**src/rtl/bitplane_transposer.sv**
```systemverilog
// bitplane_transposer: splits up to NUM_WORDS words into prec bit-planes and writes them MSB-plane first to the MVU RAM.
// Define TRANSPOSER_DOUBLE_BUF_EN for ping-pong plane banks so a new job can fill while the previous one drains.
module bitplane_transposer #(
    parameter int unsigned NUM_WORDS     = 64,
    parameter int unsigned XLEN          = 32,
    parameter int unsigned MVU_ADDR_LEN  = 15,
    parameter int unsigned MVU_DATA_LEN  = 64,
    parameter int unsigned MAX_DATA_PREC = 16
) (
    input  logic                               clk,
    input  logic                               rst,
    input  logic                               start,
    input  logic [$clog2(MAX_DATA_PREC+1)-1:0] prec,
    input  logic [$clog2(NUM_WORDS+1)-1:0]     len,
    input  logic [MVU_ADDR_LEN-1:0]            baddr,
    input  logic                               in_valid,
    output logic                               in_ready,
    input  logic [XLEN-1:0]                    in_word,
    output logic                               busy,
    output logic                               done,
    output logic                               err,
    output logic                               mvu_wr_en,
    output logic [MVU_ADDR_LEN-1:0]            mvu_wr_addr,
    output logic [MVU_DATA_LEN-1:0]            mvu_wr_word
);

    localparam int unsigned PW = $clog2(MAX_DATA_PREC+1);
    localparam int unsigned LW = $clog2(NUM_WORDS+1);
    localparam int unsigned CW = $clog2(NUM_WORDS);
    localparam int unsigned IW = $clog2(MAX_DATA_PREC);
`ifdef TRANSPOSER_DOUBLE_BUF_EN
    localparam int unsigned NB = 2;
`else
    localparam int unsigned NB = 1;
`endif

    if (MVU_DATA_LEN != NUM_WORDS) begin : g_bad_width
        $error("bitplane_transposer: MVU_DATA_LEN must equal NUM_WORDS");
    end

    if (XLEN > MAX_DATA_PREC) begin : g_in_hi
        logic unused_in_hi;
        assign unused_in_hi = ^in_word[XLEN-1:MAX_DATA_PREC];
    end

    typedef enum logic [1:0] {F_IDLE, F_FILL, F_FULL} fill_state_t;
    typedef enum logic {D_IDLE, D_DRAIN} drain_state_t;

    fill_state_t  fill_st;
    drain_state_t drain_st;

    logic                     fill_bank, drain_bank;
    logic [LW-1:0]            job_len, cnt;
    logic [MAX_DATA_PREC-1:0] prec_mask;
    logic [NUM_WORDS-1:0]     planes     [NB][MAX_DATA_PREC];
    logic [PW-1:0]            bank_prec  [NB];
    logic [MVU_ADDR_LEN-1:0]  bank_baddr [NB];
    logic [PW-1:0]            dj;

    logic [PW-1:0]           d_prec;
    logic [IW-1:0]           d_top;
    logic [MVU_ADDR_LEN-1:0] d_addr;
    logic                    prec_ok, start_ok, drain_last, drain_free;

    assign d_prec     = bank_prec[drain_bank];
    assign d_top      = IW'(d_prec - PW'(1) - dj);
    assign d_addr     = bank_baddr[drain_bank] + MVU_ADDR_LEN'(dj);
    assign prec_ok    = (prec != '0) && (prec <= PW'(MAX_DATA_PREC));
    assign drain_last = (drain_st == D_DRAIN) && (dj == d_prec - PW'(1));
    // Accepting the hand-off on the last write lets a waiting bank drain with no idle cycle.
    assign drain_free = (drain_st == D_IDLE) || drain_last;
`ifdef TRANSPOSER_DOUBLE_BUF_EN
    assign start_ok   = 1'b1;
`else
    assign start_ok   = (drain_st == D_IDLE);
`endif

    assign in_ready = (fill_st == F_FILL);
    assign busy     = (fill_st != F_IDLE) || (drain_st != D_IDLE) || mvu_wr_en;

    always_ff @(posedge clk or posedge rst) begin
        if (rst) begin
            fill_st     <= F_IDLE;
            drain_st    <= D_IDLE;
            fill_bank   <= 1'b0;
            drain_bank  <= 1'b0;
            job_len     <= '0;
            cnt         <= '0;
            prec_mask   <= '0;
            dj          <= '0;
            done        <= 1'b0;
            err         <= 1'b0;
            mvu_wr_en   <= 1'b0;
            mvu_wr_addr <= '0;
            mvu_wr_word <= '0;
            for (int unsigned i = 0; i < NB; i++) begin
                bank_prec[i]  <= '0;
                bank_baddr[i] <= '0;
                for (int unsigned b = 0; b < MAX_DATA_PREC; b++) planes[i][b] <= '0;
            end
        end else begin
            err       <= 1'b0;
            done      <= 1'b0;
            mvu_wr_en <= 1'b0;

            if (drain_st == D_DRAIN) begin
                mvu_wr_en   <= 1'b1;
                mvu_wr_addr <= d_addr;
                mvu_wr_word <= planes[drain_bank][d_top];
                done        <= drain_last;
                if (drain_last) drain_st <= D_IDLE;
                else            dj       <= dj + PW'(1);
            end

            case (fill_st)
                F_IDLE: begin
                    if (start && start_ok) begin
                        if (!prec_ok) begin
                            err <= 1'b1;
                        end else begin
                            bank_prec[fill_bank]  <= prec;
                            bank_baddr[fill_bank] <= baddr;
                            job_len <= (len == '0) ? LW'(NUM_WORDS) : len;
                            cnt     <= '0;
                            for (int unsigned b = 0; b < MAX_DATA_PREC; b++) begin
                                prec_mask[b]         <= (PW'(b) < prec);
                                planes[fill_bank][b] <= '0;
                            end
                            fill_st <= F_FILL;
                        end
                    end
                end
                F_FILL: begin
                    if (in_valid) begin
                        for (int unsigned b = 0; b < MAX_DATA_PREC; b++)
                            planes[fill_bank][b][cnt[CW-1:0]] <= in_word[b] & prec_mask[b];
                        cnt <= cnt + LW'(1);
                        if (cnt == job_len - LW'(1)) fill_st <= F_FULL;
                    end
                end
                F_FULL: begin
                    if (drain_free) begin
                        fill_st    <= F_IDLE;
                        drain_st   <= D_DRAIN;
                        drain_bank <= fill_bank;
                        dj         <= '0;
`ifdef TRANSPOSER_DOUBLE_BUF_EN
                        fill_bank  <= ~fill_bank;
`endif
                    end
                end
                default: fill_st <= F_IDLE;
            endcase
        end
    end

endmodule

```
**config.mk**
```make
export PLATFORM = sky130hd
export DESIGN_NAME = bitplane_transposer
export DESIGN_NICKNAME = d
export VERILOG_FILES = /design/src/rtl/bitplane_transposer.sv
export SDC_FILE = /design/constraint.sdc
export NUM_CORES = 2
export LEC_CHECK = 0
export BUFFER_PORTS_ARGS = -buffer_cell sky130_fd_sc_hd__buf_2
export CAP_MARGIN = 20
export CORE_ASPECT_RATIO = 1.2
export CORE_MARGIN = 2
export CORE_UTILIZATION = 59
export DETAILED_ROUTE_END_ITERATION = 8
export PLACE_DENSITY_LB_ADDON = 0.25
export SYNTH_ARGS = -nofsm -noshare
export SYNTH_HDL_FRONTEND = slang
export SYNTH_SLANG_ARGS = --single-unit
```
**constraint.sdc**
```tcl
create_clock -name clk -period 75.2 [get_ports clk]
set_clock_uncertainty 0.15 [all_clocks]
set_input_delay 15.04 -clock clk [delete_from_list [all_inputs] [get_ports clk]]
set_output_delay 15.04 -clock clk [all_outputs]
set_load 0.01 [all_outputs]
```
==> After elaboration in Yosys (flattened, before gate mapping) <==
Cells that the tools add are included.
{ "word_totals": {"register_bits": 1165, "in_bits": 63, "word_cells": 223} }
{ "op_classes": {"add_sub_neg": 6, "magnitude_cmp": 23, "n_eq_ne": 9, "n_mux": 88, "n_bitwise": 50, "n_reduce_logical": 17} }
{ "ops": {"columns": ["cell", "n"], "rows": [
  ["$and 1024x1024->1024", 16],
  ["$bwmux 1024", 16],
  ["$mux 1024", 6],
  ["$pmux 1024 s2", 1],
  ["$mux 960", 2],
  ["$mux 896", 2],
  ["$mux 832", 2],
  ["$mux 768", 2],
  ["$mux 704", 2],
  ["$mux 640", 2],
  ["$mux 576", 2],
  ["$mux 512", 2],
  ["$not 1024->1024", 1],
  ["$not 128->1024", 1],
  ["$not 192->1024", 1],
  ["$not 256->1024", 1],
  ["$not 320->1024", 1],
  ["$not 384->1024", 1],
  ["$not 448->1024", 1],
  ["$not 512->1024", 1],
  ["$not 576->1024", 1],
  ["$not 64->1024", 1],
  ["$not 640->1024", 1],
  ["$not 704->1024", 1],
  ["57 further kinds", 126]
]} }

==> Logic depth before layout (Yosys ltp) <==
{ "logic_depth": {"ltp_word": 23, "ltp_mapped": 12, "depth_no_buf": 10} }

==> Worst setup path after synthesis <==
Ideal clock, no wire load.
{ "synth_timing": {"path_kind": "input-to-reg", "from": "in prec[1]", "to": "reg planes[161] (netlist bit)", "arrival_time_ns": 16.577, "required_time_ns": 74.919, "path_slack_ns": 58.342, "stages": 9, "cell_sequence": "nor4_4 > xnor2_1 > a32o_1 > buf_6 > buf_6 > nand4b_2 > buf_2 > nand3_1 > o21ai_0"} }
{ "synth_via": {"elab_chain_len": 4, "word_cells_on_any_way": 5, "classes_between": "1 x order compare; 1 x eq/ne; 3 x reduce/logical"} }
{ "synth_lines": {"columns": ["item", "line_no", "text"], "rows": [
  ["start: declaration", "13", "input logic [$clog2(MAX_DATA_PREC+1)-1:0] prec,"],
  ["$le 5x5->1 or $reduce_bool 5->1 (tied branches)", "68", "assign prec_ok = (prec != '0) && (prec <= PW'(MAX_DATA_PREC));"],
  ["$logic_and 1x1->1 *", "68", null],
  ["$ne 2x2->1 (no source line) *", null, null],
  ["$reduce_and 4->1 (no source line) *", null, null],
  ["end signal: indexed assignment", "136", "planes[fill_bank][b][cnt[CW-1:0]] <= in_word[b] & prec_mask[b];"],
  ["end: declaration", "55", "logic [NUM_WORDS-1:0] planes [NB][MAX_DATA_PREC];"]
]} }
Every way passes the cells marked *; elsewhere a longest branch is shown, timed or not.
A chain may end at the register's enable or synchronous reset.

==> Worst setup path after layout <==
{ "layout_timing": {"from": "in prec[1]", "to": "reg planes[550] (netlist bit)"} }
Same word-level chain as after synthesis.

==> reports/qor.yml <==
status: "completed"
core.rowCount: 120
synthArstFlopShare_pct: 100
synth_flop_cell: "dfrtp_1"
core_um2: 89000
final_cell_area_um2: 57500
viasPerCell: 6.49
total_power_mw: 2.17
grt_pass1_wl_mm: 217
crit_fanout: 104
tritoncts: "done"
clk_latency_ns: 0.70
setup_ws_ns: 55.20
grt_usage_pct: 30.1
synthTopCellsByArea: "dfrtp_1, mux4_2, nand3_1"
cap_viol_max_count: 0
ys_seq_area_share_pct: 55.1
cts_resized: 0
grt_pass1_vias: 37143
synth.top_cell.area_share_pct: 55.1
cts_made_buffers: 112
fin_nets: 4669
p_switching_uw: 877
cts-root-buf: "clkbuf_16"
cts_hold_buf: 0
cts_setup_buffers: 0
clockBufferDepth: 3
synth_area_um2: 52800
yosysUniqueCellTypes: 58
start_util_pct: 59.3
rsz0062_at_grt: "no"
grt_max_degree: 231
routedWlPerCell_um: 23.4
drc: 0
htree_levels: 3
setup_viol: 0
critical_path_class: "input port to flip-flop"
cp.arrival_ns: 20.41
worstSetupStartpointType: "input port"
gp_congestion: 0.812
required_ns: 75.62
p_sw_share_pct: 40.4
synth_nets: 4904
dpl_worst_slack_ns: 54.46
place_area_um2: 53300
vdd_drop_max_uv: 120
drive_above_1_share_pct: 15.9
synth_edf_count: 0
p_clk_share_pct: 27.5
drtPass1Iterations: 5
min_period_over_period_pct: 26.6
dp_hpwl_mm: 70.3
final_hold_viol_count: 0
vias: 37948
setup_tns_ns: 0
p_per_area_nw_per_um2: 37.7
n_fill_cell: 6849
clock_sinks: 1163
io_pins: 147
die_w_um: 277
min_path_type: "flip-flop to flip-flop"
seqPwrFrac_pct: 32.8
ys_ff_latch: 1163
die_h_um: 332
slew_headroom_pct: 24.5
min_period_ns: 20.00
post-synth-top-area-cell: "dfrtp_1"
wirelength_mm: 137
leakagePower_nw: 24.9
synth_area_per_cell_um2: 10.9
area_delta_synth_final_pct: 8.83
clk_pin_slew_ns: 0.06
ant_nets: 0
holdWs_ns: 0.332
yosysWarnings: 1
drv_slew: 0
drtIter0Drc: 4291
internal-power_mw: 1.29
globalRoute.totalOverflow: 0
port_buffers: 130
die_area_um2: 92000
p_comb_share_pct: 39.7
worst_pin_slew_ns: 1.13
crit_path_end_kind: "flip-flop"
syn_inst: 4827
timing.fmax_ghz: 0.0500
antenna_found_initial: 2
==> per-stage QoR <==
| stage | std cells | utilization [%] |
|---|---|---|
| 4_1_cts | 5828 | 64.2 |
| 2_1_floorplan | 4827 | - |
| 3_5_place_dp | 5620 | 59.9 |
| 3_3_place_gp | 5618 | 59.8 |
| 5_1_grt | 5846 | 64.6 |
| 6_report | 5847 | 64.6 |
==> cell type report <==
| class | instances | area (µm²) | area share, % |
|---|---|---|---|
| sequential | 1163 | 29100 | 50.6 |
| tap | 1159 | 1450 | 2.52 |
| clock inverter | 51 | 669 | 1.16 |
| timing repair buffer | 212 | 1500 | 2.61 |
| antenna | 2 | 5.00 | 0.00870 |
| inverter | 80 | 308 | 0.535 |
| multi-input combinational | 3023 | 21200 | 36.9 |
| clock buffer | 157 | 3240 | 5.63 |
==> Yosys cell counts, drive strengths merged (3+ instances only) <==
library cell	count
o221ai	63
a21oi	21
nor3	76
nor2	36
mux2i	63
dfrtp	1163
ha	12
xor2	15
buf	246
mux4	256
o31ai	3
nand4	31
xnor2	17
a31oi	68
nand2b	6
nor4	3
and3b	3
nand4b	28
clkbuf	315
o2111ai	3
nor3b	8
a21o	3
nand2	154
inv	80
nor2b	5
o21ai	1055
and2	6
mux2	5
nand3	1061
==> per-layer routing <==
metal  vias up  GRT usage (%)  part of all wire [%]
met5         -              0                     0
met3       277           3.83                   6.2
met1     19261           41.6                    41
li1      17193              -                     -
met4         0           11.9                   3.7
met2      1217           49.2                    49
==> power groups by stage <==
stage,clock (mW),combinational (mW),sequential [mW]
2_1_floorplan,0,0.586,0.709
3_3_place_gp,0,0.849,0.719
3_5_place_dp,0,0.857,0.721
4_1_cts,0.602,0.858,0.710
5_1_grt,0.627,0.902,0.717
6_report,0.596,0.861,0.711
==> sequential cells by signal, indices dropped and copies added, names as in the netlist <==
register and count:
bank_baddr 15, bank_prec 4, cnt 7, dj 5, done 1, drain_st 1, err 1, fill_st 2
job_len 7, mvu_wr_addr 15, mvu_wr_en 1, mvu_wr_word 64, planes 1024, prec_mask 16
==> path summary, 6_finish.rpt <==
kind	end	cells after the start	startpoint	slack (ns)
worst min-delay path	bank_baddr[3]	2	bank_baddr[3]	0.33
worst min register to register	bank_baddr[3]	2	bank_baddr[3]	0.33
max in group asynchronous	planes[281]	5	rst	57.32
min in group asynchronous	planes[377]	2	rst	14.38
worst max register to register	planes[550]	10	drain_st	68.94
worst max-delay path	planes[550]	11	prec[1]	55.20
==> worst max-delay path, cell delays in order <==
cell and delay, ns:
buf_2 0.19, nor4_4 0.40, xnor2_1 0.23, nand2_4 0.54, buf_4 0.53, buf_16 0.34
buf_4 0.72, buf_4 0.92, buf_4 0.94, nand3_1 0.21, o21ai_0 0.16
==> cells in the final DEF, fill, tap and decap left out, types with 16 or more instances in the layout <==
master and instances:
o21ai_0 905, nand4_2 22, nor2_1 36, o21ai_1 150, buf_4 60, clkbuf_1 22, inv_1 79, a21oi_1 21
dfrtp_1 1161, nand2_1 152, mux4_2 256, nor3_1 73, xnor2_1 17, clkbuf_16 115, nand3_4 16, mux2i_1 63
buf_2 131, nand4b_2 19, clkinv_2 27, a31oi_1 68, clkbuf_8 20, nand3_1 1037, o221ai_1 63
==> logic make-up after synthesis <==
kind of cell | Yosys count | synth area share, %
AOI/OAI and AO/OA | 1231 | 12.4
xor gates and xnor gates | 32 | 0.530
adders and majority gates | 14 | 0.360
buffers and inverters | 641 | 5.32
DFF | 1163 | 55.1
muxes | 324 | 12.2
and+or+nand+nor | 1422 | 14.1
No activity file was read; power rests on OpenSTA's default activity.
